`config.mk`:
```
export PLATFORM = sky130hd
export DESIGN_NAME = sp_spi_arb
export DESIGN_NICKNAME = d
export VERILOG_FILES = /design/src/rtl/sp_spi_arb.sv
export SDC_FILE = /design/constraint.sdc
export NUM_CORES = 1
export LEC_CHECK = 0
export ABC_CLOCK_PERIOD_IN_PS = 2700
export CAP_MARGIN = 10
export CELL_PAD_IN_SITES_DETAIL_PLACEMENT = 0
export CELL_PAD_IN_SITES_GLOBAL_PLACEMENT = 1
export CORE_UTILIZATION = 37
export CTS_CLUSTER_DIAMETER = 50
export DETAILED_ROUTE_END_ITERATION = 8
export HOLD_SLACK_MARGIN = 0.02
export PLACE_DENSITY = 0.76
export SLEW_MARGIN = 10
export SYNTH_ARGS = -nofsm -noshare
export SYNTH_HDL_FRONTEND = slang
export SYNTH_SLANG_ARGS = --single-unit
export TNS_END_PERCENT = 30
```
`constraint.sdc`:
```
create_clock -name clk -period 2.7 [get_ports clk]
set_clock_uncertainty 0.2 [all_clocks]
set_input_delay 0.81 -clock clk [delete_from_list [all_inputs] [get_ports clk]]
set_output_delay 0.81 -clock clk [all_outputs]
set_load 0.005 [all_outputs]
```
`src/rtl/sp_spi_arb.sv`:
```
// Two-port arbitrated SPI register-access master for the SuperMario configuration port.
// Each accepted request becomes one 16-bit frame {wr, addr, data}, MSB first, with read data returned.
module sp_spi_arb #(
  parameter int CLK_DIV = 4,
  parameter int ADDR_W  = 7,
  parameter int DATA_W  = 8
) (
  input  logic              clk,
  input  logic              nrst,
  input  logic              req0_valid,
  output logic              req0_ready,
  input  logic              req0_wr,
  input  logic [ADDR_W-1:0] req0_addr,
  input  logic [DATA_W-1:0] req0_wdata,
  output logic              rsp0_valid,
  output logic [DATA_W-1:0] rsp0_rdata,
  input  logic              req1_valid,
  output logic              req1_ready,
  input  logic              req1_wr,
  input  logic [ADDR_W-1:0] req1_addr,
  input  logic [DATA_W-1:0] req1_wdata,
  output logic              rsp1_valid,
  output logic [DATA_W-1:0] rsp1_rdata,
  output logic              busy,
  output logic              spi_cs_n,
  output logic              spi_sclk,
  output logic              spi_mosi,
  input  logic              spi_miso
);

  localparam logic [2:0] IDLE  = 3'd0;
  localparam logic [2:0] SETUP = 3'd1;
  localparam logic [2:0] SHIFT = 3'd2;
  localparam logic [2:0] HOLD  = 3'd3;
  localparam logic [2:0] DONE  = 3'd4;
  localparam logic [2:0] GAP   = 3'd5;

  localparam logic [7:0] DivLast = 8'(CLK_DIV - 1);

  logic [2:0]        state_q, state_d;
  logic [7:0]        cnt_q, cnt_d;
  logic [3:0]        bit_q, bit_d;
  logic              sclk_q, sclk_d;
  logic              cs_n_q, cs_n_d;
  logic              mosi_q, mosi_d;
  logic [15:0]       frame_q, frame_d;
  logic [DATA_W-1:0] rx_q, rx_d;
  logic [DATA_W-1:0] rdata0_q, rdata0_d;
  logic [DATA_W-1:0] rdata1_q, rdata1_d;
  logic              wr_q, wr_d;
  logic              grant_q, grant_d;
  logic              last_grant_q, last_grant_d;

  logic              can_accept, grant0, grant1, accept, cnt_wrap, sel_wr;
  logic [ADDR_W-1:0] sel_addr;
  logic [DATA_W-1:0] sel_wdata;

  // Round-robin on ties: the port that did not win last time goes first.
  assign can_accept = nrst && (state_q == IDLE);
  assign grant0     = req0_valid && (!req1_valid || last_grant_q);
  assign grant1     = req1_valid && (!req0_valid || !last_grant_q);
  assign req0_ready = can_accept && grant0;
  assign req1_ready = can_accept && grant1;
  assign accept     = req0_ready || req1_ready;
  assign sel_wr     = grant1 ? req1_wr    : req0_wr;
  assign sel_addr   = grant1 ? req1_addr  : req0_addr;
  assign sel_wdata  = grant1 ? req1_wdata : req0_wdata;
  assign cnt_wrap   = (cnt_q == DivLast);

  always_comb begin
    state_d      = state_q;
    cnt_d        = cnt_wrap ? 8'd0 : cnt_q + 8'd1;
    bit_d        = bit_q;
    sclk_d       = sclk_q;
    cs_n_d       = cs_n_q;
    mosi_d       = mosi_q;
    frame_d      = frame_q;
    rx_d         = rx_q;
    rdata0_d     = rdata0_q;
    rdata1_d     = rdata1_q;
    wr_d         = wr_q;
    grant_d      = grant_q;
    last_grant_d = last_grant_q;
    case (state_q)
      IDLE: begin
        cnt_d = 8'd0;
        if (accept) begin
          state_d      = SETUP;
          cs_n_d       = 1'b0;
          grant_d      = grant1;
          last_grant_d = grant1;
          wr_d         = sel_wr;
          bit_d        = 4'd15;
          frame_d      = {sel_wr, sel_addr, sel_wr ? sel_wdata : {DATA_W{1'b0}}};
          mosi_d       = sel_wr;
        end
      end
      SETUP: begin
        if (cnt_wrap) state_d = SHIFT;
      end
      SHIFT: begin
        // MISO is captured on the rising transition; MOSI advances on the falling one.
        if (cnt_wrap) begin
          if (!sclk_q) begin
            sclk_d = 1'b1;
            rx_d   = {rx_q[DATA_W-2:0], spi_miso};
          end else begin
            sclk_d = 1'b0;
            if (bit_q == 4'd0) begin
              state_d = HOLD;
            end else begin
              bit_d   = bit_q - 4'd1;
              frame_d = frame_q << 1;
              mosi_d  = frame_q[14];
            end
          end
        end
      end
      HOLD: begin
        if (cnt_wrap) begin
          state_d = DONE;
          cs_n_d  = 1'b1;
          mosi_d  = 1'b0;
          if (grant_q) rdata1_d = wr_q ? {DATA_W{1'b0}} : rx_q;
          else         rdata0_d = wr_q ? {DATA_W{1'b0}} : rx_q;
        end
      end
      DONE: begin
        cnt_d   = 8'd0;
        state_d = GAP;
      end
      GAP: begin
        if (cnt_wrap) state_d = IDLE;
      end
      default: begin
        cnt_d   = 8'd0;
        state_d = IDLE;
      end
    endcase
  end

  always_ff @(posedge clk) begin
    if (!nrst) begin
      state_q      <= IDLE;
      cnt_q        <= 8'd0;
      bit_q        <= 4'd15;
      sclk_q       <= 1'b0;
      cs_n_q       <= 1'b1;
      mosi_q       <= 1'b0;
      frame_q      <= 16'd0;
      rx_q         <= '0;
      rdata0_q     <= '0;
      rdata1_q     <= '0;
      wr_q         <= 1'b0;
      grant_q      <= 1'b0;
      last_grant_q <= 1'b1;
    end else begin
      state_q      <= state_d;
      cnt_q        <= cnt_d;
      bit_q        <= bit_d;
      sclk_q       <= sclk_d;
      cs_n_q       <= cs_n_d;
      mosi_q       <= mosi_d;
      frame_q      <= frame_d;
      rx_q         <= rx_d;
      rdata0_q     <= rdata0_d;
      rdata1_q     <= rdata1_d;
      wr_q         <= wr_d;
      grant_q      <= grant_d;
      last_grant_q <= last_grant_d;
    end
  end

  assign busy       = (state_q != IDLE);
  assign spi_cs_n   = cs_n_q;
  assign spi_sclk   = sclk_q;
  assign spi_mosi   = mosi_q;
  assign rsp0_valid = (state_q == DONE) && !grant_q;
  assign rsp1_valid = (state_q == DONE) && grant_q;
  assign rsp0_rdata = rdata0_q;
  assign rsp1_rdata = rdata1_q;

endmodule
```
==> impl_metrics.json, run 1 <==
{
  "status": "complete, no violations",
  "totalWireLength_microns": 6990,
  "synth-simple-area-share": 0.279,
  "finalSetupTns_ps": 0,
  "synthesis.nets": 377,
  "dr.pass1.iters": 4,
  "start_kind": "primary input",
  "stdcell_count": 512,
  "slew_viol_final": 0,
  "synth_common_cells": "dfxtp_1 (60), nand2_1 (49), nand3_1 (45)",
  "cts-buffers-inserted": 9,
  "p_int_w": 0.00163,
  "grt_pass1_wl_microns": 10900,
  "p_seq_frac": 0.433,
  "cp_slowest_stage_delay_ps": 250,
  "post_drt_wl_per_cell_microns": 13.7,
  "swShare": 0.263,
  "critical_path.cell_chain": "dlygate4sd2_1 -> a21bo_4 -> nor3_2 -> clkdlybuf4s15_2",
  "crit_type": "in2out",
  "ys_seq_elements": 60,
  "maxSlewHeadroom": 0.578,
  "reg2reg_depth": 6,
  "cpLargestDelayFamily": "buffers and inverters",
  "tritoncts": "yes",
  "worst_slack_ps": 89.9,
  "dpl.hpwl_microns": 4820,
  "power.density_nw_per_um2": 572,
  "syn_area_per_cell_sq_um": 8.40,
  "synth_compound_area_frac": 0.149,
  "grt_usage": 0.179,
  "yosysSeqAreaShare": 0.423,
  "vdd_drop_max_mv": 0.350,
  "crit_slowest_cell": "dlygate4sd2_1",
  "max_freq_mhz": 383,
  "setup_violations": 0,
  "clock-sinks": 60,
  "rr_startpoint": "cnt_q[0]$_SDFF_PP0_",
  "dieArea_sq_um": 8030,
  "synth_fa_ha_area_frac": 0.00881,
  "post-route-min-period_ps": 2610,
  "dp_cells": 496,
  "gp_congestion": 0.778,
  "first_global_vias": 2276,
  "synth_top_family_by_area": "simple AND/OR/NAND/NOR gates",
  "initial_utilization": 0.387,
  "p_clk_frac": 0.408,
  "startpoint": "req0_valid",
  "reg2reg_slack_ps": 440,
  "synth_edf_count": 0,
  "fin_nets": 447,
  "worst-endpoint-arrival_ps": 1600,
  "antenna_found_initial": 0,
  "holdBufCountCts": 0,
  "cp.required_ps": 1690,
  "clkTransAtPathRegs_ps": 70,
  "crit_path_end": "req1_ready",
  "root_buffer": "clkbuf_8",
  "drive_gt1_frac": 0.136,
  "num_rows": 31,
  "worstMarginPinSlew_ps": 631,
  "syn_inst": 338,
  "path_depth": 4,
  "portBuffers": 60,
  "synth_cell_types": 42,
  "synth_ff_type": "dfxtp_1",
  "path_max_fanout": 4,
  "ant_nets": 0,
  "hold_viol": 0,
  "dp_slack_ps": -512,
  "grt_overflow": 0,
  "synthesis.area_sq_um": 2840,
  "vias": 2605,
  "h-tree-depth": 3,
  "netlist.top_cell.by_area": "dfxtp_1",
  "r2r-end": "rsp0_rdata[4]$_SDFFE_PN0P_",
  "fp.dieH_microns": 89.6,
  "rsz0062_at_grt": "no",
  "synthXorXnorAreaFrac": 0.0216,
  "end_kind": "output pin",
  "whs_ps": 243,
  "die_w_microns": 89.6,
  "io_pins": 61,
  "area_growth_pct": 35.8,
  "grt_max_degree": 62,
  "cts_buffer_depth": 2,
  "pwr-share-comb": 0.159,
  "insertion_delay_ps": 330,
  "n_antenna_cell": 0,
  "coreArea_sq_um": 7330,
  "fin_crit_sh": 0.967,
  "routed_via_density": 5.09,
  "initialDrtViolationCount": 131,
  "leakagePower_nw": 1.45,
  "synth_most_common_cell": "dfxtp_1",
  "synthMuxAreaShare": 0.0670,
  "min_path_type": "reg2reg",
  "synth_area_leaders": "dfxtp_1 (42%), nand3_1 (7.9%), mux2i_1 (6.7%)",
  "drcViolationCount": 0,
  "async_flop_share": 0,
  "switching_power_w": 0.000579,
  "yosysWarnings": 0,
  "synth_top_area_share": 0.423,
  "cap_violations": 0,
  "crit_buf_inv": 2
}
## power by group through the flow
stage,logic [W],clock network (W),registers (W)
2_1_floorplan,0.000210,0,0.000966
3_3_place_gp,0.000344,0,0.000974
3_5_place_dp,0.000345,0,0.000975
4_1_cts,0.000349,0.000920,0.000955
5_1_grt,0.000388,0.000958,0.000959
6_report,0.000350,0.000899,0.000955
## worst min-delay path by stage
stage          slack (ps)                 endpoint                    start  cells past startpoint
6_report              240      cnt_q[0]$_SDFF_PP0_      cnt_q[0]$_SDFF_PP0_                      1
5_1_grt               270  frame_q[5]$_SDFFE_PN0P_  frame_q[5]$_SDFFE_PN0P_                      2
4_1_cts               250      cnt_q[0]$_SDFF_PP0_      cnt_q[0]$_SDFF_PP0_                      1
3_5_place_dp          240      cnt_q[0]$_SDFF_PP0_      cnt_q[0]$_SDFF_PP0_                      1
3_3_place_gp          230      cnt_q[0]$_SDFF_PP0_      cnt_q[0]$_SDFF_PP0_                      1
2_1_floorplan         210      cnt_q[0]$_SDFF_PP0_      cnt_q[0]$_SDFF_PP0_                      1
## repair_timing
item,4_1_cts,5_1_grt
setup endpoints to repair,2,3
pin swaps,0,0
resized for setup,10,3
buffers inserted,0,0
gates cloned,0,0
## layout make-up
cell class	count	area (sq um)
Clock buffer	9	124
Clock inverter	7	100
Fill cell	698	3470
Inverter	5	18.8
Multi-Input combinational cell	247	1510
Sequential cell	60	1200
Tap cell	99	124
Timing Repair Buffer	85	777
## state kept, by name, summed over array words and instances (netlist names)
signal	count
rsp0_rdata	8
spi_cs_n	1
state_q	3
last_grant_q	1
wr_q	1
spi_mosi	1
spi_sclk	1
cnt_q	8
bit_q	4
grant_q	1
rsp1_rdata	8
frame_q	15
rx_q	8
## metrics by stage
step                power, W  utilization  cell area (sq um)
floorplan            0.00118            -               2840
global placement     0.00132        0.494               3620
detailed placement   0.00132        0.494               3620
CTS                  0.00222        0.525               3850
global route         0.00231        0.526               3860
finish               0.00220        0.526               3860
## routing by layer
| metal | vias up | part of all wire | track usage |
|---|---|---|---|
| met4 | 0 | 0.0089 | 0.0649 |
| met2 | 62 | 0.43 | 0.282 |
| li1 | 1339 | - | - |
| met1 | 1197 | 0.50 | 0.242 |
| met5 | - | 0 | 0 |
| met3 | 7 | 0.062 | 0.0384 |
## kinds of logic after synthesis
| family | count (synthesis) |
|---|---|
| compound gates | 62 |
| simple gates | 157 |
| flops | 60 |
| buf+inv | 31 |
| fa+ha+maj | 2 |
| mux | 19 |
| xor+xnor | 7 |
## cells in the final DEF (no fill, tap or decap), types with 3 or more instances in the layout
master and count:
nor3_1 6, nor2_1 26, o21ai_1 11, nand3b_1 9, a21oi_1 4, clkdlybuf4s50_1 55
clkbuf_8 9, mux2i_1 19, buf_4 25, nand3_1 45, and3_1 6, dfxtp_1 60
o21ai_0 17, nand2_1 49, inv_1 3, o211ai_1 3, clkinvlp_4 3, and2_1 3
o2111ai_1 14, xor2_1 5
Note: power is estimated with default switching activity, not from simulation.
==> inputs of run 2 (changes only) <==
- ABC_CLOCK_PERIOD_IN_PS: 2700 -> 3290
- CORE_MARGIN: not set -> 2
- CORE_UTILIZATION: 37 -> 40
- PLACE_DENSITY: 0.76 -> 0.81
- clock period: 2.7 -> 3.29 ns (I/O delays scaled with it)
==> impl_metrics.json, run 2 (synthesis gave the netlist of run 1 again) <==
{
  "status": "complete, no violations",
  "finalSetupTns_ps": 0,
  "final_common_cell": "dfxtp_1",
  "root_buffer": "clkbuf_8",
  "crit_type": "in2out",
  "grt_overflow": 0,
  "end_kind": "output pin",
  "ant_nets": 0,
  "vdd_drop_max_mv": 0.271,
  "initialDrtViolationCount": 140,
  "worstMarginPinSlew_ps": 645,
  "start_kind": "primary input",
  "postCtsSetupRepairBufs": 0,
  "rsz0062_at_grt": "no",
  "grt_usage": 0.184,
  "holdCritStartpoint": "frame_q[4]$_SDFFE_PN0P_",
  "setup_violations": 0,
  "totalWireLength_microns": 6790,
  "dpl.hpwl_microns": 4610,
  "power.density_nw_per_um2": 455,
  "grt.busiest_layer": "met2",
  "cts-buffers-inserted": 9,
  "use_met3": 0.0401,
  "coreArea_sq_um": 6830,
  "post_drt_wl_per_cell_microns": 13.7,
  "hold_viol": 0,
  "largest_reg_flops": 15,
  "stdcell_count": 497,
  "area_growth_pct": 30.9,
  "dp_cells": 481,
  "grtUsageMet1": 0.261,
  "dr.pass1.iters": 4,
  "p_total_w": 0.00169,
  "worst-endpoint-arrival_ps": 2070,
  "fin_crit_sh": 0.989,
  "cts_buffer_depth": 2,
  "r2r-end": "rsp0_rdata[1]$_SDFFE_PN0P_",
  "fin_nets": 435,
  "cp.required_ps": 2100,
  "clkTransAtPathRegs_ps": 60,
  "holdBufCountCts": 0,
  "io_pins": 61,
  "min_path_type": "reg2reg",
  "post-route-min-period_ps": 3250,
  "clock-sinks": 60,
  "drcViolationCount": 0,
  "largest-register": "frame_q",
  "routed_via_density": 5.10,
  "reg2reg_depth": 6,
  "initial_utilization": 0.416,
  "tritoncts": "yes",
  "cap_violations": 0,
  "whs_path_depth": 2,
  "dieArea_sq_um": 7790,
  "use_met2": 0.268,
  "rr_startpoint": "cnt_q[0]$_SDFF_PP0_",
  "max_freq_mhz": 307,
  "die_w_microns": 88.3,
  "portBuffers": 60,
  "layout_common_cells": "dfxtp_1 (60), clkdlybuf4s50_1 (57), nand2_1 (49), nand3_1 (45), nor2_1 (27)",
  "slew_viol_final": 0,
  "n_antenna_cell": 0,
  "num_rows": 30,
  "grt_pass1_wl_microns": 11200,
  "leakagePower_nw": 1.38,
  "insertion_delay_ps": 330,
  "path_max_fanout": 3,
  "grt_max_degree": 62,
  "first_global_vias": 2345,
  "fp.dieH_microns": 88.3,
  "antenna_found_initial": 0,
  "vias": 2536,
  "min_to": "frame_q[4]$_SDFFE_PN0P_",
  "final_util": 0.544,
  "maxSlewHeadroom": 0.568,
  "drive_gt1_frac": 0.0923,
  "gp_congestion": 0.817,
  "h-tree-depth": 3,
  "reg2reg_slack_ps": 980
}
==> run 2: worst max-delay path, cell delays in order <==
cell and delay [ps]:
clkdlybuf4s50_1 480, a21bo_2 240, nor3_1 110, dlygate4sd2_1 250
==> run 2: stage by stage <==
stage	hold WS, ps	setup slack (ps)	instance area [sq um]
5_1_grt	273	0.584	3720
2_1_floorplan	213	158	2840
4_1_cts	253	29.3	3720
6_report	251	36.6	3720
3_5_place_dp	243	-240	3530
3_3_place_gp	225	-229	3530
==> run 2: power by group <==
part / internal (W) / switching [W]
clock: 0.000370 / 0.000276
combinational: 0.000128 / 0.000129
sequential: 0.000760 / 0.0000305
==> run 2: layer usage <==
layer	wire length (microns)	vias to the layer above	share of wire
li1	-	1316	-
met1	3450	1151	0.51
met2	2820	58	0.42
met3	409	11	0.060
met4	106	0	0.016
met5	0	-	0
==> run 2: timing repair <==
item,4_1_cts,5_1_grt
gates resized for setup,2,1
endpoints found under the setup margin,2,1
gates cloned,0,0
==> run 2: cell type report <==
cell class	count	area, sq um
flip-flops and latches	60	1200
repair buffers	73	692
multi-input cells	247	1490
clock inverters	4	48.8
clock buffers	12	145
well taps	96	120
fillers	675	3110
inverters	5	18.8
==> run 2: worst max-delay path by stage <==
stage                     slack (ps)       start  depth (start not counted)          to
final                             40  req1_valid                          4  req1_ready
after global routing             0.6  req1_valid                          5  req0_ready
after CTS                         30  req1_valid                          5  req0_ready
after detailed placement        -240  req1_valid                          4  req1_ready
after global placement          -230  req1_valid                          4  req1_ready
after floorplan                  160  req1_valid                          5  req0_ready
==> inputs of run 3 (changes only) <==
- ABC_CLOCK_PERIOD_IN_PS: 3290 -> 4000
- HOLD_SLACK_MARGIN: 0.02 -> not set
- SKIP_CTS_REPAIR_TIMING: not set -> 1
- clock period: 3.29 -> 4 ns (I/O delays scaled with it)
==> impl_metrics.json, run 3 (synthesis gave the netlist of run 1 again) <==
{
  "cp.required_ps": 2600,
  "finalSetupTns_ps": 0,
  "vias": 2524,
  "h-tree-depth": 3,
  "area_growth_pct": 29.4,
  "fin_nets": 431,
  "worstMarginPinSlew_ps": 975,
  "dieArea_sq_um": 7790,
  "n_antenna_cell": 0,
  "hold_viol": 0,
  "crit_type": "in2out",
  "first_global_vias": 2417,
  "root_buffer": "clkbuf_8",
  "n_fill_cell": 689,
  "ant_nets": 0,
  "maxSlewHeadroom": 0.349,
  "grt_usage": 0.184,
  "cap_violations": 0,
  "slew_viol_final": 0,
  "cts-buffers-inserted": 9,
  "post-route-min-period_ps": 3600,
  "layout_common_cells": "dfxtp_1 (60), clkdlybuf4s50_1 (57), nand2_1 (49), nand3_1 (45), nor2_1 (27)",
  "grt_overflow": 0,
  "post_drt_wl_per_cell_microns": 13.7,
  "fin_crit_sh": 0.901,
  "rsz0062_at_grt": "no",
  "io_pins": 61,
  "largest_reg_flops": 15,
  "die_w_microns": 88.3,
  "dr.pass1.iters": 5,
  "drcViolationCount": 0,
  "pwr-share-comb": 0.153,
  "status": "complete, no violations",
  "coreArea_sq_um": 6830,
  "routed_via_density": 5.12,
  "switching_power_w": 0.000382,
  "swShare": 0.286,
  "initial_utilization": 0.416,
  "end_kind": "output pin",
  "dpl.hpwl_microns": 4540,
  "insertion_delay_ps": 320,
  "min_path_type": "reg2reg",
  "num_rows": 30,
  "worst-endpoint-arrival_ps": 2200,
  "cts_buffer_depth": 2,
  "gp_congestion": 0.782,
  "drive_gt1_frac": 0.0882,
  "start_kind": "primary input",
  "max_freq_mhz": 278,
  "p_clk_frac": 0.359,
  "fp.dieH_microns": 88.3,
  "largest-register": "frame_q",
  "power.density_nw_per_um2": 363,
  "reg2reg_slack_ps": 1470,
  "clock-sinks": 60,
  "p_int_w": 0.000952,
  "vdd_drop_max_mv": 0.218,
  "portBuffers": 60,
  "tritoncts": "yes",
  "leakagePower_nw": 1.38,
  "clkTransAtPathRegs_ps": 70,
  "grt_pass1_wl_microns": 11400,
  "path_max_fanout": 3,
  "p_seq_frac": 0.487,
  "final_common_cell": "dfxtp_1",
  "setup_violations": 0,
  "initialDrtViolationCount": 151,
  "totalWireLength_microns": 6760,
  "grt_max_degree": 62,
  "p_total_w": 0.00133,
  "antenna_found_initial": 0
}
## run 3: cell type report
cell class / count / area (sq um) / share of cell area
clock buffers: 9 / 124 / 0.0337
clock inverters: 7 / 51.3 / 0.0140
inverters: 5 / 18.8 / 0.00511
multi-input cells: 247 / 1490 / 0.406
flip-flops and latches: 60 / 1200 / 0.327
well taps: 96 / 120 / 0.0327
repair buffers: 69 / 668 / 0.182
## run 3: power by group through the flow
stage	Clock (W)	Combinational (W)	Sequential [W]
2_1_floorplan	0	0.000141	0.000652
3_3_place_gp	0	0.000204	0.000662
3_5_place_dp	0	0.000206	0.000663
4_1_cts	0.000496	0.000207	0.000649
5_1_grt	0.000521	0.000228	0.000654
6_report	0.000479	0.000204	0.000650
## run 3: through the flow
stage	instance area (sq um)	util	instances	hold WS, ps	worst slack (ps)
5_1_grt	3680	0.538	493	270	350
3_5_place_dp	3500	0.512	477	235	13.3
4_1_cts	3670	0.537	493	248	7.44
2_1_floorplan	2840	-	338	213	442
3_3_place_gp	3500	0.512	477	227	47.2
6_report	3680	0.538	493	241	397
## run 3: worst paths after layout
kind	startpoint	end	depth (start not counted)
worst max register to register	state_q[0]$_SDFFE_PN0P_	rx_q[3]$_SDFFE_PN0P_	6
worst min-delay path	cnt_q[0]$_SDFF_PP0_	cnt_q[0]$_SDFF_PP0_	1
worst min register to register	cnt_q[0]$_SDFF_PP0_	cnt_q[0]$_SDFF_PP0_	1
worst max-delay path	req1_valid	req1_ready	4
## run 3: layer usage
layer  wire (microns)  up-vias  GRT usage
met5                0        -          0
met3              377        2     0.0550
met1             3390     1157      0.252
met2             2960       58      0.286
met4               34        0     0.0455
li1                 -     1307          -
## run 3: critical path, cell delays in order
cell and delay, ps:
clkdlybuf4s50_1 490, a21bo_2 240, nor3_1 120, dlymetal6s2s_1 150
